**config.mk**
```make
export PLATFORM = sky130hd
export DESIGN_NAME = axi_rd_arbiter
export DESIGN_NICKNAME = d
export VERILOG_FILES = /design/src/rtl/axi_rd_arb_pkg.sv /design/src/rtl/rr_grant2.sv /design/src/rtl/axi_rd_arbiter.sv
export SDC_FILE = /design/constraint.sdc
export NUM_CORES = 1
export LEC_CHECK = 0
export BUFFER_PORTS_ARGS = -buffer_cell sky130_fd_sc_hd__buf_4
export CAP_MARGIN = 5
export CELL_PAD_IN_SITES_DETAIL_PLACEMENT = 0
export CELL_PAD_IN_SITES_GLOBAL_PLACEMENT = 2
export CORE_MARGIN = 4
export CORE_UTILIZATION = 25
export DETAILED_ROUTE_END_ITERATION = 10
export PLACE_DENSITY_LB_ADDON = 0.1
export SYNTH_ARGS = -nofsm -noshare
export SYNTH_HDL_FRONTEND = slang
export SYNTH_SLANG_ARGS = --single-unit
```
**constraint.sdc**
```tcl
create_clock -name clk -period 1.7 [get_ports clk]
set_input_delay 0.425 -clock clk [delete_from_list [all_inputs] [get_ports clk]]
set_output_delay 0.425 -clock clk [all_outputs]
set_load 0.005 [all_outputs]
```
**src/rtl/axi_rd_arb_pkg.sv**
```systemverilog
// rtl/axi_rd_arb_pkg.sv - shared encodings for the AXI read-channel arbiter
//
// Purpose: FSM state encoding, requester AXI ids and AXI constants used by
//          axi_rd_arbiter and rr_grant2.
// Ports:   none (package).

package axi_rd_arb_pkg;

   typedef enum logic [1:0] {
      ARB_IDLE = 2'd0,
      ARB_ADDR = 2'd1,
      ARB_DATA = 2'd2
   } arb_state_e;

   // AR/R id carried by each requester's transaction
   localparam int ARB_ID_INST = 0;
   localparam int ARB_ID_DATA = 1;

   localparam logic [1:0] AXI_BURST_INCR  = 2'b01;
   // r_resp bit that flags SLVERR/DECERR
   localparam int         AXI_RESP_SLVERR = 1;

endpackage

```
**src/rtl/rr_grant2.sv**
```systemverilog
// rtl/rr_grant2.sv - two-input one-hot grant, fixed priority or round robin
//
// Purpose: picks one of two requesters. Build macro AXI_RD_ARB_RR_EN selects
//          two-way round robin; otherwise fixed priority, req_i[1] over req_i[0].
// Ports:
//   clk        in   core clock (round robin build only)
//   rst_n      in   asynchronous active-low reset (round robin build only)
//   req_i      in   [1:0] request vector, bit 1 = data load, bit 0 = fetch
//   advance_i  in   a grant was accepted this cycle
//   gnt_o      out  [1:0] one-hot grant, zero when nothing requests

module rr_grant2 (
   input  logic       clk,
   input  logic       rst_n,
   input  logic [1:0] req_i,
   input  logic       advance_i,
   output logic [1:0] gnt_o
);

`ifdef AXI_RD_ARB_RR_EN
   // 1 = requester 1 was granted last; resets to 1 so requester 0 wins the first tie
   logic last_grant_q;

   always_ff @(posedge clk or negedge rst_n) begin
      if (!rst_n) begin
         last_grant_q <= 1'b1;
      end else if (advance_i) begin
         last_grant_q <= gnt_o[1];
      end
   end

   always_comb begin
      gnt_o = req_i;
      if (req_i == 2'b11) begin
         gnt_o = last_grant_q ? 2'b01 : 2'b10;
      end
   end
`else
   logic unused_rr;
   assign unused_rr = ^{clk, rst_n, advance_i};

   always_comb begin
      gnt_o = 2'b00;
      if (req_i[1]) begin
         gnt_o = 2'b10;
      end else if (req_i[0]) begin
         gnt_o = 2'b01;
      end
   end
`endif

endmodule

```
**src/rtl/axi_rd_arbiter.sv**
```systemverilog
// rtl/axi_rd_arbiter.sv - shares one AXI read channel between fetch and load
//
// Purpose: arbitrates instruction fetch (m0) and data load (m1) onto a single
//          AXI AR/R channel. One outstanding transaction, single-beat bursts.
//          AXI_RD_ARB_RR_EN selects round-robin arbitration (default m1 > m0).
// Ports:
//   clk, rst_n              core clock, asynchronous active-low reset
//   mN_req_valid_i/ready_o  request handshake, ready is combinational in IDLE
//   mN_req_addr_i/size_i    request byte address and AXI size
//   mN_rsp_valid_o          one-cycle response pulse
//   mN_rsp_data_o/err_o     response data and error, valid with rsp_valid
//   ar_*                    AXI read address channel (len 0, burst INCR)
//   r_*                     AXI read data channel
//   busy_o                  transaction in progress

module axi_rd_arbiter
   import axi_rd_arb_pkg::*;
#(
   parameter int AXI_DATA_WIDTH = 64,
   parameter int AXI_ADDR_WIDTH = 32,
   parameter int AXI_ID_WIDTH   = 4
) (
   input  logic                      clk,
   input  logic                      rst_n,
   input  logic                      m0_req_valid_i,
   output logic                      m0_req_ready_o,
   input  logic [AXI_ADDR_WIDTH-1:0] m0_req_addr_i,
   input  logic [2:0]                m0_req_size_i,
   output logic                      m0_rsp_valid_o,
   output logic [AXI_DATA_WIDTH-1:0] m0_rsp_data_o,
   output logic                      m0_rsp_err_o,
   input  logic                      m1_req_valid_i,
   output logic                      m1_req_ready_o,
   input  logic [AXI_ADDR_WIDTH-1:0] m1_req_addr_i,
   input  logic [2:0]                m1_req_size_i,
   output logic                      m1_rsp_valid_o,
   output logic [AXI_DATA_WIDTH-1:0] m1_rsp_data_o,
   output logic                      m1_rsp_err_o,
   output logic                      ar_valid_o,
   input  logic                      ar_ready_i,
   output logic [AXI_ADDR_WIDTH-1:0] ar_addr_o,
   output logic [AXI_ID_WIDTH-1:0]   ar_id_o,
   output logic [2:0]                ar_size_o,
   output logic [7:0]                ar_len_o,
   output logic [1:0]                ar_burst_o,
   input  logic                      r_valid_i,
   output logic                      r_ready_o,
   input  logic [AXI_DATA_WIDTH-1:0] r_data_i,
   input  logic [1:0]                r_resp_i,
   input  logic                      r_last_i,
   input  logic [AXI_ID_WIDTH-1:0]   r_id_i,
   output logic                      busy_o
);

   localparam logic [AXI_ID_WIDTH-1:0] ID_INST = AXI_ID_WIDTH'(ARB_ID_INST);
   localparam logic [AXI_ID_WIDTH-1:0] ID_DATA = AXI_ID_WIDTH'(ARB_ID_DATA);

   arb_state_e                state_q, state_d;
   logic [1:0]                req;
   logic [1:0]                gnt;
   logic                      grant_fire;
   logic                      last_beat;
   logic                      ar_valid_q;
   logic [AXI_ADDR_WIDTH-1:0] ar_addr_q;
   logic [AXI_ID_WIDTH-1:0]   ar_id_q;
   logic [2:0]                ar_size_q;
   logic [1:0]                rsp_valid_q;
   logic [AXI_DATA_WIDTH-1:0] rsp_data_q;
   logic                      rsp_err_q;
   logic                      unused_resp;

   // r_resp bit 0 only distinguishes OKAY/EXOKAY, which carry no error
   assign unused_resp = ^r_resp_i;

   assign req = {m1_req_valid_i, m0_req_valid_i};

   rr_grant2 u_grant (
      .clk       (clk),
      .rst_n     (rst_n),
      .req_i     (req),
      .advance_i (grant_fire),
      .gnt_o     (gnt)
   );

   // ---------------------------------------------------------------- FSM
   always_ff @(posedge clk or negedge rst_n) begin
      if (!rst_n) begin
         state_q <= ARB_IDLE;
      end else begin
         state_q <= state_d;
      end
   end

   always_comb begin
      state_d        = state_q;
      grant_fire     = 1'b0;
      last_beat      = 1'b0;
      r_ready_o      = 1'b0;
      m0_req_ready_o = 1'b0;
      m1_req_ready_o = 1'b0;
      unique case (state_q)
         ARB_IDLE: begin
            if (|req) begin
               grant_fire     = 1'b1;
               m0_req_ready_o = gnt[0];
               m1_req_ready_o = gnt[1];
               state_d        = ARB_ADDR;
            end
         end
         ARB_ADDR: begin
            if (ar_ready_i) begin
               state_d = ARB_DATA;
            end
         end
         ARB_DATA: begin
            r_ready_o = 1'b1;
            // non-last beats are accepted and dropped; only the last one completes
            if (r_valid_i && r_last_i) begin
               last_beat = 1'b1;
               state_d   = ARB_IDLE;
            end
         end
         default: state_d = ARB_IDLE;
      endcase
   end

   // ---------------------------------------------------------- datapath
   always_ff @(posedge clk or negedge rst_n) begin
      if (!rst_n) begin
         ar_valid_q  <= 1'b0;
         ar_addr_q   <= '0;
         ar_id_q     <= '0;
         ar_size_q   <= 3'd0;
         rsp_valid_q <= 2'b00;
         rsp_data_q  <= '0;
         rsp_err_q   <= 1'b0;
      end else begin
         rsp_valid_q <= 2'b00;
         if (grant_fire) begin
            ar_valid_q <= 1'b1;
            ar_addr_q  <= gnt[1] ? m1_req_addr_i : m0_req_addr_i;
            ar_size_q  <= gnt[1] ? m1_req_size_i : m0_req_size_i;
            ar_id_q    <= gnt[1] ? ID_DATA : ID_INST;
         end else if (ar_valid_q && ar_ready_i) begin
            ar_valid_q <= 1'b0;
         end
         if (last_beat) begin
            rsp_data_q  <= r_data_i;
            rsp_err_q   <= r_resp_i[AXI_RESP_SLVERR] | (r_id_i != ar_id_q);
            rsp_valid_q <= {ar_id_q == ID_DATA, ar_id_q != ID_DATA};
         end
      end
   end

   assign ar_valid_o = ar_valid_q;
   assign ar_addr_o  = ar_addr_q;
   assign ar_id_o    = ar_id_q;
   assign ar_size_o  = ar_size_q;
   assign ar_len_o   = 8'd0;
   assign ar_burst_o = AXI_BURST_INCR;

   assign m0_rsp_valid_o = rsp_valid_q[0];
   assign m1_rsp_valid_o = rsp_valid_q[1];
   assign m0_rsp_data_o  = rsp_data_q;
   assign m1_rsp_data_o  = rsp_data_q;
   assign m0_rsp_err_o   = rsp_err_q & rsp_valid_q[0];
   assign m1_rsp_err_o   = rsp_err_q & rsp_valid_q[1];

   assign busy_o = (state_q != ARB_IDLE);

endmodule

```
# Yosys cells after proc, flatten, opt, wreduce, memory -nomap -nowiden
# Index checks and enable logic that the tools add are counted.
# totals
in_bits	147
out_inout_bits	186
reg_bits	109
wordCells	47
# op_classes
eq_ne	8
bitwise	3
mux	21
n_reduce_logical	7
# ops
operator	n
32-bit 2-to-1 mux	1
1-bit 2-to-1 mux	13
2-bit 2-to-1 mux	5
2-bit inequality test, second input constant	3
2-bit case mux with 3 select lines	1
4-bit by 1-bit == test with 1-bit output, second input constant	1
4-bit by 1-bit inequality test with 1-bit output, second input constant	1
4-bit inequality test	1
2-bit nonzero test	2
3-bit 2-to-1 mux	1
3-bit AND reduction	1
1-bit AND	2
2-bit by 1-bit == test with 1-bit output, second input constant	1
2-bit == test, second input constant	1
1-bit logical AND	2
2-bit zero test	1
2-bit OR reduction	1
1-bit OR	1

# Depth between registers and ports, before layout
# logic_depth
ltp_word	4
depth_mapped	5
depth_no_buf	3

# By module
# Synthesis repeated with hierarchy kept, for this count alone.
# unflattened
cells_unflattened	361
area_unflattened_um2	5112.4
# modules_own_cells
module	area_each_um2	cells_per_inst	n_inst	seq_area_each_um2
axi_rd_arbiter	5091.1	359	1	2652.5
rr_grant2	21.3	2	1	0.0

# Least setup slack after synthesis
# No wires, ideal clock.
# synth_path
path_kind	input to register
startpoint	input m1_req_valid_i
endpoint	register ar_addr_q[12], in the netlist ar_addr_o[12]
path_buffers	2
cell_stages	4
path_slack_ns	0.249
arrival_ns	1.326
t_required_ns	1.575
cell_sequence	buf_6 buf_2 mux2_2 mux2_2
# synth_via
elab_chain_len	3
word_cells_on_any_way	5
# synth_rtl
item	line	source
from (decl)	axi_rd_arbiter.sv:32	input logic m1_req_valid_i,
2-bit OR reduction	axi_rd_arbiter.sv:103	if (|req) begin
1-bit 2-to-1 mux	axi_rd_arbiter.sv:103	
1-bit 2-to-1 mux	axi_rd_arbiter.sv:101	unique case (state_q)
to (signal assigned)	axi_rd_arbiter.sv:141	ar_addr_q <= gnt[1] ? m1_req_addr_i : m0_req_addr_i;
to (decl)	axi_rd_arbiter.sv:64	logic [AXI_ADDR_WIDTH-1:0] ar_addr_q;
# Several ways; a longest one is shown, not always the timed one.
# A chain may end at the register's enable or synchronous reset.

# Worst setup path in the final report
# layout_path
startpoint	register state_q[1]
endpoint	output m0_req_ready_o
# layout_via
elab_chain_len	2
# layout_rtl
item	line	source
from (decl)	axi_rd_arbiter.sv:58	arb_state_e state_q, state_d;
from (signal assigned)	axi_rd_arbiter.sv:90	state_q <= state_d;
2-bit zero test	axi_rd_arbiter.sv:101	
1-bit 2-to-1 mux	axi_rd_arbiter.sv:101	
to (decl)	axi_rd_arbiter.sv:26	output logic m0_req_ready_o,
# Every way passes these cells.

==> out/qor.yml <==
reg2reg_depth: 4
cts_tree: "yes"
finalSetupViolCount: 0
synthAdderAreaFrac_pct: 0
initial_utilization_pct: 25.7
synth_top_family_by_area: "multiplexers"
std_cell_rows: 51
cts-root-buf: "clkbuf_16"
p_total_mw: 12.7
slew_violations: 0
insertion_delay_ns: 0.35
cts.clk_slew.worst_paths_ns: 0.07
syn_inst: 360
reg2reg_slack_ns: 0.21
hold_path_startpoint: "r_data_i[55]"
vias_per_cell: 4.04
holdCritPathClass: "primary input to flip-flop"
io_pins: 333
grtUsageTotal_pct: 12.3
drc: 0
holdWs_ns: 0.299
cp.required_ns: 1.27
status: "finished clean"
wl_per_cell_um: 16.7
path_depth: 5
die_w_um: 150
die_area_um2: 22600
place.gp.congestion: 0.729
crit_buf_inv: 2
cts.sink_count: 106
r2r_end: "m0_rsp_data_o[58]"
muxShareOfSynthArea_pct: 30.9
arrival_ns: 1.25
syn_area_per_cell_um2: 14.1
ys_ff_latch: 106
nNetsFinal: 771
drtIter0Drc: 55
p_per_area_nw_per_um2: 1660
worst_path_max_delay_cell: "dfrtp_1"
slowest_delay_ns: 0.39
ant_nets: 0
grt_pass1_wl_um: 21200
cp-startpoint: "state_q[1]"
cp-start-kind: "flip-flop"
synth_cell_types: 20
antenna_found_initial: 0
synth_top_cells_by_count: "mux2_2, dfrtp_1, buf_4"
ys_top_cells_by_area: "dfrtp_1, mux2_2, buf_4"
wl_um: 14900
area_delta_synth_final_pct: 50.7
cts_inserted_buffers: 9
synth_area_um2: 5070
cp_max_fo: 3
grt_pass1_vias: 3848
die_y_um: 150
setup.worst_path.end: "m0_req_ready_o"
async_flop_share_pct: 100
finalHoldViolations: 0
fmax_mhz: 598
max-cap-violations: 0
crit_chain: "nor2_2 > buf_6 > nand2_2 > nor2_1 > buf_4"
fin_crit_sh_pct: 98.4
layout-drive-gt1-share_pct: 77.1
io_buffers: 318
placed_area_um2: 7290
synth_top_area_cell: "dfrtp_1"
synth-warning-count: 0
rsz0062_at_grt: "true"
synthSimpleGateAreaFrac_pct: 1.78
core-area_um2: 19700
design_area_um2: 7640
vias: 3609
final.setup_skew_ns: 0.00677
leakagePower_nw: 3.86
grt_overflow: 0
yosys.cell_count.top_type: "mux2_2"
htreeDepth: 3
synthFlopType: "dfrtp_1"
ir_worst_vdd_v: 0.000615
synth_top_area_share_pct: 52.3
synthXorXnorAreaFrac_pct: 0.173
first_pass_iters: 4
crit_path_end_kind: "primary output"
diodes: 0
critPathTopFamily: "flip-flops"
grt_max_degree: 52
clock_path_buffers: 2
synth_edf_count: 0
min_period_ns: 1.67
hpwlAfterDp_um: 11700
synth_compound_area_share_pct: 0.838
r2r_start: "state_q[0]"
path_class: "flip-flop to primary output"
seq_area_frac_synth_pct: 52.3
how the worst min path moves through the flow:
stage,cells past startpoint,to,slack [ns]
after CTS,2,m0_rsp_data_o[55],0.28
after detailed placement,1,rsp_valid_q[1],0.26
after global placement,1,rsp_valid_q[1],0.26
after global routing,2,m0_rsp_data_o[50],0.28
final,2,m0_rsp_data_o[55],0.30
after floorplan,0,ar_addr_o[0],0.13
worst register-to-register path: stages (launching register included):
cell	delay (ns)
dfrtp_1	0.39
buf_4	0.15
nand4b_4	0.27
buf_4	0.27
mux2_4	0.31
flip-flops by register name, indices dropped and copies added (netlist names):
| register | count |
|---|---|
| rsp_valid_q | 2 |
| m0_rsp_data_o | 64 |
| rsp_err_q | 1 |
| ar_size_o | 3 |
| ar_id_o | 1 |
| state_q | 2 |
| ar_addr_o | 32 |
| ar_valid_o | 1 |
layout make-up:
| cell class | count | area (µm²) |
|---|---|---|
| Clock buffer | 13 | 260 |
| Clock inverter | 3 | 47.5 |
| Fill cell | 1929 | 12100 |
| Inverter | 3 | 11.3 |
| Multi-Input combinational cell | 170 | 1770 |
| Sequential cell | 106 | 2650 |
| Tap cell | 265 | 332 |
| Timing Repair Buffer | 334 | 2570 |
cells in the final DEF (no fill, tap or decap), types with 2 or more instances in the layout:
cell type,synthesis,routed
mux2_2,118,118
mux2_4,16,16
clkbuf_1,0,2
nand2_1,4,3
and2_1,3,2
buf_4,80,327
inv_1,3,3
dfrtp_1,106,106
buf_12,0,4
clkbuf_8,0,2
clkinv_4,0,2
conb_1,2,13
buf_6,5,2
nor2_1,4,4
clkbuf_16,0,9
a21o_1,4,4
power by group:
| group | internal, mW | switching, mW | leakage [nW] |
|---|---|---|---|
| Combinational | 3.98 | 1.84 | 2.44 |
| Sequential | 3.77 | 0.937 | 1.28 |
| Clock | 1.23 | 0.956 | 0.150 |
routing by layer:
metal	share of wire, %	global-route usage (%)	up-vias
met5	0	0	-
met3	7.5	2.65	20
met1	37	13.4	1756
met4	2.4	5.17	0
li1	-	-	1665
met2	53	22.8	168
what timing repair did:
action                                 CTS  global route
pin swaps                                0             3
endpoints found under the hold margin    5             0
hold buffers                             1             0
setup buffers                            1             2
setup endpoints to repair                2             2
resized for setup                        0             4
metrics by stage:
step                utilization [%]  std cells  setup WS (ns)  TNS, ns
floorplan                         -        371          0.249        0
global placement               37.0        874          0.172        0
detailed placement             37.0        874          0.162        0
CTS                            38.6        892        0.00443        0
global route                   38.8        894        -0.0378  -0.0443
finish                         38.8        894         0.0271        0
cell families after synthesis:
kind of cell,Yosys count
xor gates and xnor gates,1
AOI/OAI and AO/OA,6
and+or+nand+nor,16
buffers and inverters,95
other,2
muxes,134
DFF,106
(Power assumes the default switching activity.)
